<file path="src/rtl/mult_arbiter_pkg.sv">
// Shared definitions for the multiplier arbiter: FSM encoding and the default datapath width.
package mult_arbiter_pkg;

  localparam int WL_DEFAULT = 16;

  // IDLE wait for req | LOAD grant+latch | START pulse | ARM ignore busy | RUN wait busy low | DONE pulse
  typedef enum logic [2:0] {
    ST_IDLE,
    ST_LOAD,
    ST_START,
    ST_ARM,
    ST_RUN,
    ST_DONE
  } state_t;

endpackage

</file>
<file path="src/rtl/mult_arbiter_rr_pick.sv">
// Round-robin winner search: first requesting index after 'last', wrapping modulo NREQ.
module rr_pick #(
  parameter int NREQ = 4,
  parameter int IW   = $clog2(NREQ)
) (
  input  logic [NREQ-1:0] req,
  input  logic [IW-1:0]   last,
  output logic [IW-1:0]   winner,
  output logic            any
);

  logic [IW-1:0] w_idx;

  // Walk offsets from farthest to nearest so the nearest requester is written last.
  always_comb begin
    winner = '0;
    any    = 1'b0;
    w_idx  = '0;
    for (int off = NREQ; off >= 1; off--) begin
      w_idx = IW'((int'(last) + off) % NREQ);
      if (req[w_idx]) begin
        winner = w_idx;
        any    = 1'b1;
      end
    end
  end

endmodule

</file>
<file path="src/rtl/mult_arbiter.sv">
// Arbitrates one shared sequential multiplier among NREQ PEs with round-robin grants.
module mult_arbiter
  import mult_arbiter_pkg::*;
#(
  parameter int WORDLENGTH = WL_DEFAULT,
  parameter int NREQ       = 4
) (
  input  logic                       clk30x,
  input  logic                       reset,
  input  logic [NREQ-1:0]            req,
  input  logic [NREQ*WORDLENGTH-1:0] op_a,
  input  logic [NREQ*WORDLENGTH-1:0] op_b,
  output logic [NREQ-1:0]            grant,
  output logic [NREQ-1:0]            done,
  output logic [WORDLENGTH-1:0]      product,
  output logic                       mult_start,
  output logic [WORDLENGTH-1:0]      mult_a,
  output logic [WORDLENGTH-1:0]      mult_b,
  input  logic                       mult_busy,
  input  logic [WORDLENGTH-1:0]      mult_product
);

  localparam int              IW       = $clog2(NREQ);
  localparam logic [IW-1:0]   LAST_RST = IW'(NREQ - 1);
  localparam logic [NREQ-1:0] LSB      = {{(NREQ-1){1'b0}}, 1'b1};

  state_t                r_state, w_state;
  logic [IW-1:0]         r_last, w_last;
  logic [IW-1:0]         r_winner, w_winner;
  logic [NREQ-1:0]       r_grant, w_grant;
  logic [NREQ-1:0]       r_done, w_done;
  logic                  r_start, w_start;
  logic [WORDLENGTH-1:0] r_mult_a, w_mult_a;
  logic [WORDLENGTH-1:0] r_mult_b, w_mult_b;
  logic [WORDLENGTH-1:0] r_product, w_product;

  logic [IW-1:0]         w_pick;
  logic                  w_any;
  logic [WORDLENGTH-1:0] w_a_arr [NREQ];
  logic [WORDLENGTH-1:0] w_b_arr [NREQ];

  for (genvar g = 0; g < NREQ; g++) begin : g_unpack
    assign w_a_arr[g] = op_a[g*WORDLENGTH +: WORDLENGTH];
    assign w_b_arr[g] = op_b[g*WORDLENGTH +: WORDLENGTH];
  end

  rr_pick #(.NREQ(NREQ), .IW(IW)) u_rr_pick (
    .req    (req),
    .last   (r_last),
    .winner (w_pick),
    .any    (w_any)
  );

  // Outputs are registered: each transition computes the values seen in the next state.
  always_comb begin
    w_state   = r_state;
    w_last    = r_last;
    w_winner  = r_winner;
    w_grant   = r_grant;
    w_done    = '0;
    w_start   = 1'b0;
    w_mult_a  = r_mult_a;
    w_mult_b  = r_mult_b;
    w_product = r_product;
    case (r_state)
      ST_IDLE: begin
        if (w_any) begin
          w_state  = ST_LOAD;
          w_winner = w_pick;
          w_last   = w_pick;
          w_grant  = LSB << w_pick;
          w_mult_a = w_a_arr[w_pick];
          w_mult_b = w_b_arr[w_pick];
        end
      end
      ST_LOAD: begin
        w_state = ST_START;
        w_start = 1'b1;
      end
      ST_START: w_state = ST_ARM;
      ST_ARM:   w_state = ST_RUN;
      ST_RUN: begin
        if (!mult_busy) begin
          w_state   = ST_DONE;
          w_product = mult_product;
          w_done    = LSB << r_winner;
          w_grant   = '0;
        end
      end
      ST_DONE:  w_state = ST_IDLE;
      default:  w_state = ST_IDLE;
    endcase
  end

  always_ff @(posedge clk30x or negedge reset) begin
    if (!reset) begin
      r_state   <= ST_IDLE;
      r_last    <= LAST_RST;
      r_winner  <= '0;
      r_grant   <= '0;
      r_done    <= '0;
      r_start   <= 1'b0;
      r_mult_a  <= '0;
      r_mult_b  <= '0;
      r_product <= '0;
    end else begin
      r_state   <= w_state;
      r_last    <= w_last;
      r_winner  <= w_winner;
      r_grant   <= w_grant;
      r_done    <= w_done;
      r_start   <= w_start;
      r_mult_a  <= w_mult_a;
      r_mult_b  <= w_mult_b;
      r_product <= w_product;
    end
  end

  assign grant      = r_grant;
  assign done       = r_done;
  assign product    = r_product;
  assign mult_start = r_start;
  assign mult_a     = r_mult_a;
  assign mult_b     = r_mult_b;

endmodule

</file>
<file path="config.mk">
export PLATFORM = sky130hd
export DESIGN_NAME = mult_arbiter
export DESIGN_NICKNAME = d
export VERILOG_FILES = /design/src/rtl/mult_arbiter_pkg.sv /design/src/rtl/mult_arbiter_rr_pick.sv /design/src/rtl/mult_arbiter.sv
export SDC_FILE = /design/constraint.sdc
export NUM_CORES = 1
export LEC_CHECK = 0
export BUFFER_PORTS_ARGS = -buffer_cell sky130_fd_sc_hd__buf_2
export CORE_MARGIN = 5
export CORE_UTILIZATION = 39
export CTS_BUF_LIST = sky130_fd_sc_hd__clkbuf_4
export DETAILED_ROUTE_END_ITERATION = 8
export MAX_ROUTING_LAYER = met4
export PLACE_DENSITY = 0.88
export SLEW_MARGIN = 15
export SYNTH_ARGS = -nofsm -noshare
export SYNTH_HDL_FRONTEND = slang
export SYNTH_SLANG_ARGS = --single-unit
export TNS_END_PERCENT = 10
</file>
<file path="constraint.sdc">
create_clock -name clk30x -period 1.9 [get_ports clk30x]
set_input_delay 0.285 -clock clk30x [delete_from_list [all_inputs] [get_ports clk30x]]
set_output_delay 0.285 -clock clk30x [all_outputs]
set_load 0.1 [all_outputs]
</file>
==> results.py, run 1 <==
metrics = {
    "timing": {
        "slew_headroom": 0.6665,
        "finalCritPeriodShare": 1.013,
        "fin_crit_ns": 1.924,
        "tightestPinTransition_ns": 0.5038,
        "hold_viol": 0,
        "setup_violations": 11,
        "worst_slack_ns": -0.02417,
        "fin_worst_skew_ns": 0.01397,
        "fmax_mhz": 519.7,
        "rsz0062_at_grt": "true",
        "tns_ns": -0.09023,
        "drv_slew": 0,
    },
    "logic_synthesis": {
        "synth_largest_area_cell": "dfrtp_1",
        "syn_avg_cell_area_sq_um": 12.59,
        "postSynthCellCount": 253,
        "synth_area_sq_mm": 0.003186,
        "async_flop_share": 1.000,
        "synthesis.nets": 404,
        "yosys.cell_count.top_type": "dfrtp_1",
        "ys_top_cells_by_area": "dfrtp_1 (49%), a222oi_1 (10%), mux2i_1 (10%)",
        "ys_warn_count": 0,
        "synth_common_cells": "dfrtp_1 (62), o21ai_1 (33), a222oi_1 (32), mux2i_1 (32), mux2_1 (16)",
        "yosysSeqAreaShare": 0.5035,
        "synth-seq-cells": 64,
        "yosysTopAreaCellShare": 0.4870,
        "synth-edff-count": 0,
        "synth_flop_cell": "dfrtp_1",
        "synth_cell_types": 41,
    },
    "clock_network": {
        "numClockSinks": 64,
        "clk_path_buf_depth": 2,
        "root_buffer": "clkbuf_4",
        "clock_latency_ns": 0.42,
        "numCtsBuffers": 9,
        "cts_tree": "yes",
        "clk_pin_slew_ns": 0.12,
        "cts_htree_levels": 3,
    },
    "grt": {
        "grt.total_usage": 0.2186,
        "antenna_found_initial": 0,
        "grt_pass1_wl_um": 16690,
        "grt_pass1_vias": 3411,
        "grt_max_degree": 37,
        "grt_overflow": 0,
    },
    "setup_path": {
        "worstPathRequired_ns": 2.19,
        "r2r_start": "r_last[0]",
        "path_common_cell": "buf_6",
        "crit_family": "flip-flops",
        "critPathLaunchType": "flip-flop",
        "critical-path-max-stage-delay_ns": 0.58,
        "crit_arrival_ns": 2.22,
        "startpoint": "r_last[0]",
        "worstPathCellList": "nor2b_4 > buf_6 > o21bai_4 > a211oi_4 > buf_6 > buf_12 > mux2i_2 > o21ai_1",
        "critical_path_buf_inv_count": 3,
        "path_class": "reg2reg",
        "worst_setup_path_end_kind": "flip-flop",
        "crit_slowest_cell": "dfstp_2",
        "path_max_fanout": 6,
    },
    "cells_and_area": {
        "fin_nets": 633,
        "multi_input_area_sq_mm": 0.001425,
        "antenna_cells": 0,
        "drive_gt1_frac": 0.5667,
        "instances_no_fill": 592,
        "area.growth.synth_to_final_pct": 49.72,
        "regArea_sq_mm": 0.001604,
        "fill_cells": 702,
    },
    "die": {
        "num_rows": 33,
        "initial_core_util": 0.3936,
        "fp.dieH_um": 100.4,
        "core_sq_mm": 0.008093,
        "die_w_um": 100.4,
        "ios": 208,
        "dieArea_sq_mm": 0.01008,
    },
    "drt": {
        "drt_pass1_iterations": 5,
        "wl_per_cell_um": 18.66,
        "totalWireLength_um": 11050,
        "ant_nets": 0,
        "num_vias": 3208,
        "viasPerCell": 5.419,
        "drtIter0Drc": 206,
        "drc": 0,
    },
    "place": {
        "numPortBuffers": 207,
        "dp_cells": 568,
        "place_congestion": 0.8424,
        "dpl.hpwl_um": 8019,
    },
    "run": {
        "drv_cap": 0,
    },
    "worst_hold_path": {
        "hold_path_startpoint": "mult_product[15]",
        "hold_path.class": "in2reg",
    },
    "status": {
        "violations": "setup timing",
        "outcome": "finished, violations left",
    },
}
-- state kept, by name, summed over array words and instances, names as in the netlist --
register	count
done	4
grant	4
mult_a	16
mult_b	16
mult_start	1
product	16
r_last	2
r_state	3
r_winner	2
-- timing repair --
| item | 4_1_cts | 5_1_grt |
|---|---|---|
| pin swaps | 4 | 13 |
| hold buffers | 1 | 0 |
| buffers inserted | 3 | 1 |
| endpoints found under the hold margin | 62 | 0 |
| cloned | 1 | 2 |
| resized for setup | 8 | 12 |
| setup endpoints to repair | 32 | 33 |
-- final cells by class --
cell class,count,share of cell area
inverter,4,0.003148
clock inverter,7,0.02492
timing repair buffer,239,0.2951
tap,105,0.02754
multi-input combinational,164,0.2988
clock buffer,9,0.01417
sequential,64,0.3363
-- path summary, 6_finish.rpt --
path | slack [ns] | to | cells after the start
min reg2reg | 0.50 | product[1] | 1
max in group asynchronous | 1.03 | r_last[1] | 3
max | -0.02 | mult_b[7] | 8
min in group asynchronous | 0.19 | product[7] | 2
max reg2reg | -0.02 | mult_b[7] | 8
min | 0.07 | product[15] | 2
-- per-layer routing --
| layer | global-route usage | share of wire | vias up |
|---|---|---|---|
| li1 | - | - | 1461 |
| met1 | 0.2570 | 0.38 | 1558 |
| met2 | 0.3731 | 0.53 | 167 |
| met3 | 0.03405 | 0.073 | 22 |
| met4 | 0.09016 | 0.021 | 0 |
| met5 | - | 0 | - |
-- stage by stage --
stage / util / setup slack, ns / hold WS, ns / instance area [sq um]
final: 0.5894 / -0.02417 / 0.06845 / 4770
after global routing: 0.5894 / -0.08280 / 0.05014 / 4770
after CTS: 0.5751 / -0.01237 / 0.04660 / 4654
after detailed placement: 0.5396 / -0.2117 / 0.09473 / 4367
after global placement: 0.5396 / -0.1061 / 0.09316 / 4367
after floorplan: - / 0.1648 / -0.01059 / 3186
-- cells in the final DEF (no fill, tap or decap), types with 4 or more instances in the layout --
cell type,instances
a21oi_1,4
a222oi_1,32
buf_12,5
buf_2,207
buf_4,20
clkbuf_4,9
dfrtp_1,62
mux2_1,16
mux2i_1,26
mux2i_2,5
nand2_1,6
nor2_1,7
o21ai_1,32
-- logic make-up after synthesis --
family                 after synthesis  synth area share
XOR/XNOR                             1          0.002750
multiplexers                        48            0.1571
AO/OA/AOI/OAI                       83            0.1929
AND/OR/NAND/NOR                     32           0.07188
buffers and inverters               25           0.07187
flip-flops                          64            0.5035
Power of run 1 is left out: the tool's default activity adds up to more than one toggle a clock period on the data nets, which glitch-free logic cannot reach.
==> inputs of run 2 (changes only) <==
Settings changed: PLACE_DENSITY 0.88 to 0.77, RECOVER_POWER set to 100, SKIP_LAST_GASP set to 1.
==> results.py, run 2 (same netlist as run 1, synthesis figures left out) <==
metrics = {
    "status": {
        "outcome": "finished, final reports clean",
    },
    "run": {
        "drv_cap": 0,
    },
    "clock_network": {
        "cts_tree": "yes",
        "cts_htree_levels": 3,
        "numClockSinks": 64,
        "numCtsBuffers": 9,
        "clock_latency_ns": 0.39,
        "clk_path_buf_depth": 2,
        "root_buffer": "clkbuf_4",
        "clk_pin_slew_ns": 0.11,
    },
    "die": {
        "num_rows": 33,
        "die_w_um": 100.4,
        "dieArea_sq_mm": 0.01008,
        "core_sq_mm": 0.008093,
        "initial_core_util": 0.3936,
        "ios": 208,
        "fp.dieH_um": 100.4,
    },
    "grt": {
        "antenna_found_initial": 0,
        "grt_max_degree": 37,
        "grt_pass1_vias": 3253,
        "grt_overflow": 0,
        "grt.total_usage": 0.2033,
        "grt_pass1_wl_um": 15700,
    },
    "setup_path": {
        "r2r_start": "r_last[0]",
        "path_max_fanout": 8,
        "crit_slowest_cell": "dfstp_2",
        "crit_arrival_ns": 2.14,
        "worst_setup_path_end_kind": "flip-flop",
        "startpoint": "r_last[0]",
        "critical-path-max-stage-delay_ns": 0.60,
        "path_class": "reg2reg",
        "endpoint": "mult_a[3]",
        "reg2reg_slack_ns": 0.04,
        "reg2regPathDepth": 7,
        "worstPathRequired_ns": 2.17,
        "timing.rr.end": "mult_a[3]",
        "critPathLaunchType": "flip-flop",
        "worstPathCellList": "nor2b_4 > o21bai_4 > a211oi_4 > buf_6 > buf_12 > mux2i_2 > o21ai_1",
    },
    "cells_and_area": {
        "antenna_cells": 0,
        "area.growth.synth_to_final_pct": 43.17,
        "fin_util": 0.5635,
        "fin_nets": 627,
        "drive_gt1_frac": 0.5407,
        "layout_commonest_cell": "buf_2",
        "final_cell_mix": "buf_2 (195), dfrtp_1 (62), o21ai_1 (33)",
    },
    "timing": {
        "whs_ns": 0.09892,
        "drv_slew": 0,
        "fin_crit_ns": 1.863,
        "fin_worst_skew_ns": 0.009904,
        "tightestPinTransition_ns": 0.7817,
        "hold_viol": 0,
        "finalCritPeriodShare": 0.9807,
        "fmax_mhz": 536.7,
        "rsz0062_at_grt": "true",
        "slew_headroom": 0.4789,
        "setup_violations": 0,
    },
    "drt": {
        "totalWireLength_um": 10050,
        "drc": 0,
        "drt_pass1_iterations": 8,
        "wl_per_cell_um": 17.21,
        "ant_nets": 0,
        "num_vias": 3078,
        "drtIter0Drc": 219,
        "viasPerCell": 5.271,
    },
    "worst_hold_path": {
        "hold_path.class": "in2reg",
    },
    "place": {
        "numPortBuffers": 207,
        "place_congestion": 0.8189,
        "dpl.hpwl_um": 7784,
    },
}
[run 2: cell count changes in the layout (fill, tap and decap cells not counted), moves of 2 or more]
cell,change
buf_2,-12
mux2i_1,+5
clkbuf_16,-2
mux2i_2,-4
clkbuf_2,+14
buf_4,-6
clkbuf_1,+3
clkinv_2,+2
[run 2: worst min-delay path by stage]
stage,startpoint,endpoint,cells after the start
after global routing,mult_product[10],product[10],2
final,mult_product[3],product[3],2
after CTS,mult_product[0],product[0],2
after detailed placement,reset,product[14],1
after global placement,reset,product[13],1
after floorplan,reset,done[0],0
[run 2: worst max-delay path, delay by kind of cell (launching register included)]
family	cells	cell delay [ns]
flip-flops	1	0.60
buffers and inverters	2	0.31
AND/OR/NAND/NOR	1	0.06
multiplexers	1	0.20
AO/OA/AOI/OAI	3	0.57
[run 2: layout make-up]
type	count	area (sq um)
sequential	64	1604
timing repair buffer	233	1275
clock buffer	9	67.56
fill	749	3532
multi-input combinational	164	1394
tap	105	131.4
inverter	4	15.01
clock inverter	5	73.82
[run 2: metal layers]
| metal | wire length (um) | vias up | GRT usage |
|---|---|---|---|
| met3 | 732 | 11 | 0.03058 |
| met4 | 109 | 0 | 0.06425 |
| met5 | 0 | - | - |
| met2 | 5428 | 140 | 0.3563 |
| li1 | - | 1440 | - |
| met1 | 3780 | 1487 | 0.2399 |
[run 2: repair_timing]
action / CTS / global route
setup endpoints to repair: 9 / 31
hold buffers: 1 / 0
resized for setup: 0 / 12
endpoints found under the hold margin: 12 / 0
pin swaps: 0 / 5
gates cloned: 0 / 1
setup buffers: 0 / 5
[run 2: through the flow]
stage	setup WS (ns)	cells	TNS (ns)	cell area [sq um]
5_1_grt	-0.05408	584	-0.4660	4561
6_report	0.03675	584	0	4561
4_1_cts	-0.04602	578	-0.1170	4493
3_3_place_gp	0.03891	563	0	4342
3_5_place_dp	-0.03557	563	-0.05550	4342
2_1_floorplan	0.1648	253	0	3186
Power of run 2 is left out for the same reason.
==> inputs of run 3 (changes only) <==
Settings changed: PLACE_DENSITY 0.77 to 0.78.
==> results.py, run 3 (same netlist as run 1, synthesis figures left out) <==
metrics = {
    "cells_and_area": {
        "multi_input_area_sq_mm": 0.001394,
        "area.growth.synth_to_final_pct": 43.64,
        "drive_gt1_frac": 0.5458,
        "layout_commonest_cell": "buf_2",
        "fill_cells": 739,
        "final_cell_mix": "buf_2 (150), dfrtp_1 (62), clkbuf_2 (57)",
        "regArea_sq_mm": 0.001604,
        "fin_nets": 626,
    },
    "timing": {
        "worst_slack_ns": 0.07676,
        "fmax_mhz": 548.5,
        "fin_crit_ns": 1.823,
        "tightestPinTransition_ns": 0.8784,
        "setup_violations": 0,
        "slew_headroom": 0.4144,
        "hold_viol": 0,
        "rsz0062_at_grt": "true",
        "fin_worst_skew_ns": 0.01691,
        "drv_slew": 0,
        "finalCritPeriodShare": 0.9596,
    },
    "clock_network": {
        "root_buffer": "clkbuf_4",
        "clk_path_buf_depth": 2,
        "cts_htree_levels": 3,
        "cts_tree": "yes",
        "clock_latency_ns": 0.39,
        "numCtsBuffers": 9,
        "numClockSinks": 64,
        "clk_pin_slew_ns": 0.11,
    },
    "drt": {
        "drc": 0,
        "totalWireLength_um": 9979,
        "viasPerCell": 5.247,
        "route.met3.wl_um": 702,
        "wl_met1_um": 3901,
        "ant_nets": 0,
        "dr.max_layer_used": "met4",
        "wl_met2_um": 5156,
        "drt_pass1_iterations": 5,
        "num_vias": 3075,
        "wl_per_cell_um": 17.03,
        "drtIter0Drc": 214,
    },
    "setup_path": {
        "crit_slowest_cell": "dfstp_2",
        "reg2reg_slack_ns": 0.08,
        "timing.rr.end": "mult_a[6]",
        "critical-path-max-stage-delay_ns": 0.60,
        "reg2regPathDepth": 7,
        "path_max_fanout": 8,
        "crit_arrival_ns": 2.09,
        "worstPathCellList": "nor2b_4 > o21bai_4 > a211oi_4 > buf_6 > clkbuf_16 > mux2i_1 > o21ai_1",
        "critPathLaunchType": "flip-flop",
        "worst_setup_path_end_kind": "flip-flop",
        "r2r_start": "r_last[0]",
        "worstPathRequired_ns": 2.17,
        "path_class": "reg2reg",
        "startpoint": "r_last[0]",
    },
    "die": {
        "core_sq_mm": 0.008093,
        "ios": 208,
        "die_w_um": 100.4,
        "num_rows": 33,
        "dieArea_sq_mm": 0.01008,
        "initial_core_util": 0.3936,
        "fp.dieH_um": 100.4,
    },
    "place": {
        "dpl.hpwl_um": 7479,
        "numPortBuffers": 207,
        "place_congestion": 0.8176,
        "dpl_worst_slack_ns": -0.05292,
    },
    "status": {
        "outcome": "finished, final reports clean",
    },
    "grt": {
        "grt_overflow": 0,
        "grt_pass1_vias": 3237,
        "grt.total_usage": 0.2010,
        "grt_pass1_wl_um": 15550,
        "grt_max_degree": 65,
        "antenna_found_initial": 1,
    },
    "worst_hold_path": {
        "whs_path_depth": 2,
        "whs_endpoint": "product[8]",
        "hold_path.class": "in2reg",
        "hold_path_startpoint": "mult_product[8]",
    },
    "run": {
        "drv_cap": 0,
    },
}
## run 3: layout make-up
class	count	area share
inverter	4	0.003281
sequential	64	0.3506
antenna	1	0.0005469
clock buffer	10	0.01641
clock inverter	6	0.01313
tap	105	0.02871
multi-input combinational	164	0.3046
timing repair buffer	232	0.2827
## run 3: per-layer routing
metal | track usage | vias up
li1 | - | 1441
met1 | 0.2374 | 1471
met2 | 0.3318 | 145
met3 | 0.03614 | 18
met4 | 0.09534 | 0
met5 | - | -
## run 3: worst max-delay path: cells and delay by family (launching register included)
family,cells,cell delay [ns]
buffers and inverters,2,0.33
AO/OA/AOI/OAI,3,0.53
flip-flops,1,0.60
AND/OR/NAND/NOR,1,0.06
multiplexers,1,0.19
## run 3: how the worst max path moves through the flow
| stage | to | slack, ns | cells past startpoint |
|---|---|---|---|
| floorplan | mult_a[15] | 0.16 | 7 |
| global placement | mult_b[0] | -0.02 | 6 |
| detailed placement | mult_b[0] | -0.05 | 6 |
| CTS | mult_a[13] | -0.0006 | 7 |
| global route | mult_a[4] | -0.03 | 7 |
| finish | mult_a[6] | 0.08 | 7 |
## run 3: through the flow
stage	TNS (ns)	std cells	hold WS (ns)	utilization	area (sq um)
finish	0	586	0.09369	0.5654	4576
CTS	-0.0005986	580	0.05553	0.5560	4499
detailed placement	-0.1630	560	0.3332	0.5353	4332
global placement	-0.02004	560	0.3221	0.5353	4332
floorplan	0	253	-0.01059	-	3186
global route	-0.1749	586	0.05555	0.5654	4576
## run 3: what timing repair did
| item | CTS | global route |
|---|---|---|
| hold buffers | 1 | 0 |
| pin swaps | 1 | 5 |
| endpoints found under the hold margin | 62 | 0 |
| buffers inserted | 3 | 4 |
| gates cloned | 0 | 1 |
| endpoints found under the setup margin | 21 | 32 |
| gates resized for setup | 0 | 7 |
Power of run 3 is left out for the same reason.
